## src/rtl/hlsm_job_feeder.sv

```systemverilog
// hlsm_job_feeder: operand FIFO, single-job launcher and result register
// that sit in front of the HLSM datapath core (Start/Done handshake).
// Optional watchdog: define HLSM_FEED_TIMEOUT_EN to add timeout_err and
// abandon jobs whose WAIT phase lasts TIMEOUT_CYC cycles.
module hlsm_job_feeder #(
  parameter int FIFO_DEPTH  = 4,
  parameter int CORE_LAT    = 6,
  parameter int TIMEOUT_CYC = 64
) (
  input  logic        Clk,
  input  logic        Rst,
  input  logic        in_valid,
  output logic        in_ready,
  input  logic [15:0] in_a,
  input  logic [15:0] in_b,
  input  logic [15:0] in_c,
  output logic        core_start,
  input  logic        core_done,
  output logic [15:0] core_a,
  output logic [15:0] core_b,
  output logic [15:0] core_c,
  input  logic [7:0]  core_z,
  input  logic [15:0] core_x,
  output logic        out_valid,
  input  logic        out_ready,
  output logic [7:0]  out_z,
  output logic [15:0] out_x,
  output logic [15:0] job_cnt,
  output logic        busy
`ifdef HLSM_FEED_TIMEOUT_EN
  ,
  output logic        timeout_err
`endif
);

  localparam int AW  = $clog2(FIFO_DEPTH);
  localparam int WCW = $clog2(CORE_LAT + 1);

  typedef enum logic [1:0] {
    IDLE  = 2'd0,
    START = 2'd1,
    WAIT  = 2'd2
  } state_t;

  state_t         state_q, state_d;
  logic [47:0]    fifo_mem [FIFO_DEPTH];
  logic [AW:0]    wr_ptr, rd_ptr;
  logic           fifo_empty, fifo_full;
  logic           push, pop, capture, timeout_hit;
  logic           wait_done;
  logic [WCW-1:0] wait_cnt;

`ifdef HLSM_FEED_TIMEOUT_EN
  localparam int TCW = $clog2(TIMEOUT_CYC + 1);
  logic [TCW-1:0] to_cnt;
`endif

  // Extra pointer bit tells full from empty when the index bits match.
  assign fifo_empty = (wr_ptr == rd_ptr);
  assign fifo_full  = (wr_ptr[AW] != rd_ptr[AW]) && (wr_ptr[AW-1:0] == rd_ptr[AW-1:0]);
  // Held low while Rst is asserted so every output reads 0 during reset.
  assign in_ready   = !Rst && !fifo_full;
  assign push       = in_valid && in_ready;
  assign busy       = (state_q != IDLE) || !fifo_empty;
  assign wait_done  = (wait_cnt == WCW'(CORE_LAT));

  // FSM state register
  always_ff @(posedge Clk) begin
    if (Rst) state_q <= IDLE;
    else     state_q <= state_d;
  end

  // FSM next-state logic
  always_comb begin
    state_d = state_q;
    case (state_q)
      IDLE:    if (!fifo_empty) state_d = START;
      START:   state_d = WAIT;
      WAIT:    if (capture || timeout_hit) state_d = IDLE;
      default: state_d = IDLE;
    endcase
  end

  // FSM outputs: launch pulse, FIFO pop, result capture, watchdog expiry
  always_comb begin
    core_start  = 1'b0;
    pop         = 1'b0;
    capture     = 1'b0;
    timeout_hit = 1'b0;
    case (state_q)
      IDLE:  pop = !fifo_empty;
      START: core_start = 1'b1;
      WAIT: begin
        // Done is only honoured once the minimum latency has elapsed and the
        // result slot is free (or being emptied this very cycle).
        capture = wait_done && core_done && (!out_valid || out_ready);
`ifdef HLSM_FEED_TIMEOUT_EN
        timeout_hit = !capture && (to_cnt == TCW'(TIMEOUT_CYC - 1));
`endif
      end
      default: ;
    endcase
  end

  // FIFO pointers; push and pop may coincide
  always_ff @(posedge Clk) begin
    if (Rst) begin
      wr_ptr <= '0;
      rd_ptr <= '0;
    end else begin
      if (push) wr_ptr <= wr_ptr + (AW + 1)'(1);
      if (pop)  rd_ptr <= rd_ptr + (AW + 1)'(1);
    end
  end

  // FIFO storage, packed as {a, b, c}
  always_ff @(posedge Clk) begin
    if (push) fifo_mem[wr_ptr[AW-1:0]] <= {in_a, in_b, in_c};
  end

  // Operand registers: loaded only on the IDLE->START pop, held for the job
  always_ff @(posedge Clk) begin
    if (Rst) begin
      core_a <= '0;
      core_b <= '0;
      core_c <= '0;
    end else if (pop) begin
      {core_a, core_b, core_c} <= fifo_mem[rd_ptr[AW-1:0]];
    end
  end

  // Minimum-latency counter, cleared in START and saturating at CORE_LAT
  always_ff @(posedge Clk) begin
    if (Rst)                                wait_cnt <= '0;
    else if (state_q == START)              wait_cnt <= '0;
    else if (state_q == WAIT && !wait_done) wait_cnt <= wait_cnt + WCW'(1);
  end

  // Result register and completed-job counter
  always_ff @(posedge Clk) begin
    if (Rst) begin
      out_valid <= 1'b0;
      out_z     <= '0;
      out_x     <= '0;
      job_cnt   <= '0;
    end else if (capture) begin
      out_valid <= 1'b1;
      out_z     <= core_z;
      out_x     <= core_x;
      job_cnt   <= job_cnt + 16'd1;
    end else if (out_valid && out_ready) begin
      out_valid <= 1'b0;
    end
  end

`ifdef HLSM_FEED_TIMEOUT_EN
  // Watchdog: counts WAIT cycles; a tripped job is dropped and the flag sticks
  always_ff @(posedge Clk) begin
    if (Rst) begin
      to_cnt      <= '0;
      timeout_err <= 1'b0;
    end else begin
      if (state_q == START)     to_cnt <= '0;
      else if (state_q == WAIT) to_cnt <= to_cnt + TCW'(1);
      if (timeout_hit) timeout_err <= 1'b1;
    end
  end
`endif

endmodule

```

## config.mk

```make
export PLATFORM = sky130hd
export DESIGN_NAME = hlsm_job_feeder
export DESIGN_NICKNAME = d
export VERILOG_FILES = /design/src/rtl/hlsm_job_feeder.sv
export SDC_FILE = /design/constraint.sdc
export NUM_CORES = 1
export LEC_CHECK = 0
export BUFFER_PORTS_ARGS = -buffer_cell sky130_fd_sc_hd__buf_2
export CELL_PAD_IN_SITES_DETAIL_PLACEMENT = 1
export CELL_PAD_IN_SITES_GLOBAL_PLACEMENT = 1
export CORE_MARGIN = 4
export CORE_UTILIZATION = 46
export DETAILED_ROUTE_END_ITERATION = 10
export MAX_ROUTING_LAYER = met4
export PLACE_DENSITY_LB_ADDON = 0.1
export SYNTH_ARGS = -nofsm -noshare
export SYNTH_HDL_FRONTEND = slang
export SYNTH_SLANG_ARGS = --single-unit
```

## constraint.sdc

```tcl
create_clock -name Clk -period 7.32 [get_ports Clk]
set_clock_uncertainty 0.15 [all_clocks]
set_input_delay 0.366 -clock Clk [delete_from_list [all_inputs] [get_ports Clk]]
set_output_delay 0.366 -clock Clk [all_outputs]
set_load 0.01 [all_outputs]
```

==> reports/summary.md <==
The run finished with clean final reports. The worst register-to-register path ends at core_c[1]. The total core area was 0.0234 mm2; the synthesized area per cell was 16.0 um2. For this design the top-level I/O count stands at 169. Synthesis produced a netlist with a net count of 766. The run gives 0.0109 mm2 as the post-synthesis instance area. The post-detailed-route wirelength per cell is 19.7 um.

The path with the worst hold slack has its endpoint at state_q[1]. The combined buffer and inverter count along the critical path came out at 1. After global routing, the most crowded layer is met2. The worst setup path is captured at a flip-flop. In this run the most critical hold path is launched from Rst.

The tools report the startpoint kind of the worst setup timing path as a flip-flop. Global routing finished with a remaining overflow of 0. Input and output buffers added on the ports amount to 168. At the end of routability-driven placement, the weighted congestion stood at 0.726. The run gives 5.14 nW as the cell leakage power.

In the synthesized netlist the dominant register cell turns out to be sky130_fd_sc_hd__edfxtp_1. The non-filler instance count after layout is 1268. Max-cap violations in this run came to 0. At the worst endpoint, the arrival time is 3.59 ns.

The normalized max-slew margin is 28.1%, and the worst-case register-to-register setup slack is 4.00 ns. The worst setup path is of the flip-flop to flip-flop kind. On the critical path, the stage with the largest delay is an instance of sky130_fd_sc_hd__dfxtp_4. The largest single stage delay on the critical path is 1.08 ns. After floorplanning, the core was divided into 56 placement rows. The die is 162 um tall.

In this run, the number of DRC markers left after iteration 0 of detailed routing was 417. Clock tree synthesis selected as its root buffer the cell sky130_fd_sc_hd__clkbuf_16. STA puts the critical path data required time at 7.59 ns.

The number of levels in the clock H-tree is 1, and the via count is 6628. The met1 demand-to-capacity share in global routing was 23.9%; the final net count was 1009. The total power divided by cell area is 344 mW/mm2. The worst setup slack before clock tree synthesis is 3.91 ns.

The run gives 1 as the number of antenna violations at the first check in global routing. For the post-synthesis instance total, the log shows 681. For the number of slew-limit violations in the final report, the log shows 0.

The wire length of the first global-routing pass came out at 39900 um. Summed over all failing endpoints, the final setup total negative slack is 0 ns. The largest total area in the synthesized netlist belongs to sky130_fd_sc_hd__edfxtp_1. Counting instances, the worst hold path has a depth of 2. Global routing consumed, over all layers together, 19.7% of the routing resources. Effective utilization at floorplan: 46.5%. The signal on the critical path passes through xor2_1, o31a_2, buf_4, mux2i_1, nor2_1. The run gives 7213 as the number of global-route vias before repair.

The detailed placement HPWL came out at 14600 um. Counting distinct cell types in the post-synthesis netlist gives 42. The clock input transition at the sequential cells of the worst setup and hold paths was 0.06 ns. The clock reaches the later pin of the worst-skew pair after 0.55 ns.

The die covers 0.0262 mm2. In the final layout, the share of cells above drive strength 1 is 30.8%. Setup violations remaining at the end of the flow were counted as 0.

The run gives 0 as the count of warnings emitted by yosys. TritonCTS created 30 clock buffers. After detailed routing, the number of remaining DRC violations is 0.

For met2 alone, demand over resource in global routing was 34.4%. Across the VDD grid, the largest voltage drop is 0.229 mV. The number of gates on the worst path with buffers counted was 5. The top achievable clock speed was 301 MHz; the area added between synthesis and finish was 27.8%. The number of setup buffers added after CTS is 0. The total chip power came out at 0.00479 W. In the routed layout, each cell is associated on average with a via count of 5.23. The sum of routed wire length over all layers is 25000 um. For the pin with the worst max-slew slack, the measured transition is 1.08 ns. By instance count, the leading cell after synthesis is sky130_fd_sc_hd__edfxtp_1.

The logs give 71 for the maximum number of pins on one net before global-route repair and 292 for the number of sinks driven by the clock tree. The clock period could shrink to 3.32 ns. Setup repair after global routing left no endpoint under its margin.

The first TritonRoute pass finished after 4 iterations. The tools report the worst flop-to-flop path startpoint as rd_ptr[0]. The number of cells on the worst reg-to-reg path works out to 5.

By area the synthesized netlist is led by sky130_fd_sc_hd__edfxtp_1 53%, sky130_fd_sc_hd__dfxtp_1 18%, sky130_fd_sc_hd__mux4_2 9.9%. The x dimension of the die was 162 um. The family of cells with the greatest summed delay on the critical path was flip-flops. The tools report the number of hold violations in the final report as 0. The number of gates resized after CTS is 0. The tools report the number of nets still failing antenna checks after routing as 0. By count the netlist is led by 192 x sky130_fd_sc_hd__edfxtp_1, 100 x sky130_fd_sc_hd__dfxtp_1, 62 x sky130_fd_sc_hd__nor2_1. The smallest setup slack after layout is 4.00 ns, and the fraction of post-synthesis cell area in the top cell type by area is 53.0%. After synthesis, the share of flip-flops with an asynchronous set or reset is 0%. In this run the worst path has a maximum fanout of 52. Summing the sequential cell areas from Yosys gives 71.3% of the chip area. The flop and latch count out of synthesis works out to 292. Counting along the longest clock path gives a buffer depth of 3.

The count of flip-flops with a built-in enable after synthesis works out to 192. For the number of instances in the placed design, the log shows 1138. TritonCTS built the clock tree. The tightest min-delay check is of the input port to flip-flop type.

The share of the cycle needed by the critical path after routing is 45.4%. Global routing used 4.14% of the available met3 tracks.
repair_timing:
item | CTS | global route
hold buffers | 73 | 0
endpoints found under the hold margin | 217 | 0
setup endpoints to repair | 0 | 0
per-stage QoR:
step | util [%] | instance area, um2 | hold WS, ns
floorplan | - | 10900 | 0.315
finish | 59.5 | 13900 | 0.0921
global placement | 51.4 | 12000 | 0.289
global route | 59.5 | 13900 | 0.109
CTS | 59.4 | 13900 | 0.0846
detailed placement | 51.4 | 12000 | 0.295
layout make-up:
class	count	area, um2
clock buffers	33	772
fillers	2251	9490
repair buffers	249	1630
well taps	319	399
clock inverters	23	385
inverters	9	33.8
flip-flops and latches	292	7770
diodes	1	2.50
multi-input cells	342	2920
power by group:
group	switching [W]	total, W	internal, W	leakage, nW
logic	0.000487	0.000976	0.000489	2.02
clock network	0.000632	0.00175	0.00111	0.569
registers	0.000149	0.00207	0.00192	2.56
flip-flops by register name, indices dropped and copies added (netlist names):
| name | flops |
|---|---|
| wait_cnt | 3 |
| fifo_mem | 192 |
| state_q | 2 |
| out_z | 8 |
| core_c | 16 |
| out_valid | 1 |
| core_a | 16 |
| rd_ptr | 3 |
| core_b | 16 |
| wr_ptr | 3 |
| job_cnt | 16 |
| out_x | 16 |
worst max path at each step:
stage	startpoint	to
after floorplan	rd_ptr[0]	fifo_mem[3][0]
after global placement	rd_ptr[0]	fifo_mem[1][16]
after detailed placement	rd_ptr[0]	core_b[10]
after CTS	rd_ptr[0]	core_b[13]
after global routing	rd_ptr[0]	fifo_mem[1][31]
final	rd_ptr[0]	core_c[1]
worst register-to-register path, delay by kind of cell (launching register included):
| kind | cells | cell delay (ns) |
|---|---|---|
| flip-flops | 1 | 1.08 |
| AO/OA/AOI/OAI | 1 | 0.66 |
| buffers and inverters | 1 | 0.65 |
| multiplexers | 1 | 0.32 |
| XOR/XNOR | 1 | 0.26 |
| AND/OR/NAND/NOR | 1 | 0.06 |
metal layers:
metal	wire length [um]	up-vias
li1	-	3062
met1	10200	3354
met2	12800	179
met3	1630	33
met4	346	0
met5	0	-
layout by cell type, fill, tap and decap left out, types with 3 or more instances in the layout:
master	n
sky130_fd_sc_hd__clkbuf_16	30
sky130_fd_sc_hd__inv_1	9
sky130_fd_sc_hd__buf_2	167
sky130_fd_sc_hd__or3_1	3
sky130_fd_sc_hd__nor2b_1	4
sky130_fd_sc_hd__bufinv_16	10
sky130_fd_sc_hd__o31ai_1	9
sky130_fd_sc_hd__edfxtp_1	192
sky130_fd_sc_hd__mux4_2	48
sky130_fd_sc_hd__a21oi_1	43
sky130_fd_sc_hd__xnor2_1	7
sky130_fd_sc_hd__nand4_1	4
sky130_fd_sc_hd__nand2_1	54
sky130_fd_sc_hd__dfxtp_1	98
sky130_fd_sc_hd__xor2_1	3
sky130_fd_sc_hd__ha_1	8
sky130_fd_sc_hd__o21ai_0	4
sky130_fd_sc_hd__dlygate4sd3_1	73
sky130_fd_sc_hd__clkinv_2	8
sky130_fd_sc_hd__nand3_1	6
sky130_fd_sc_hd__mux2i_1	51
sky130_fd_sc_hd__and3_2	3
sky130_fd_sc_hd__buf_4	9
sky130_fd_sc_hd__nor2_1	62
sky130_fd_sc_hd__or4_1	8
kinds of logic (layout without fill, tap and decap cells):
| family | Yosys count | after routing | share of synthesized area [%] |
|---|---|---|---|
| DFF | 292 | 292 | 71.3 |
| and+or+nand+nor | 159 | 159 | 6.75 |
| muxes | 101 | 101 | 14.8 |
| AOI/OAI and AO/OA | 64 | 64 | 3.39 |
| buffers and inverters | 47 | 314 | 1.98 |
| xor gates and xnor gates | 10 | 10 | 0.804 |
| adders and majority gates | 8 | 8 | 0.919 |
| other | 0 | 1 | 0 |
Note: power is estimated with default switching activity, not from simulation.
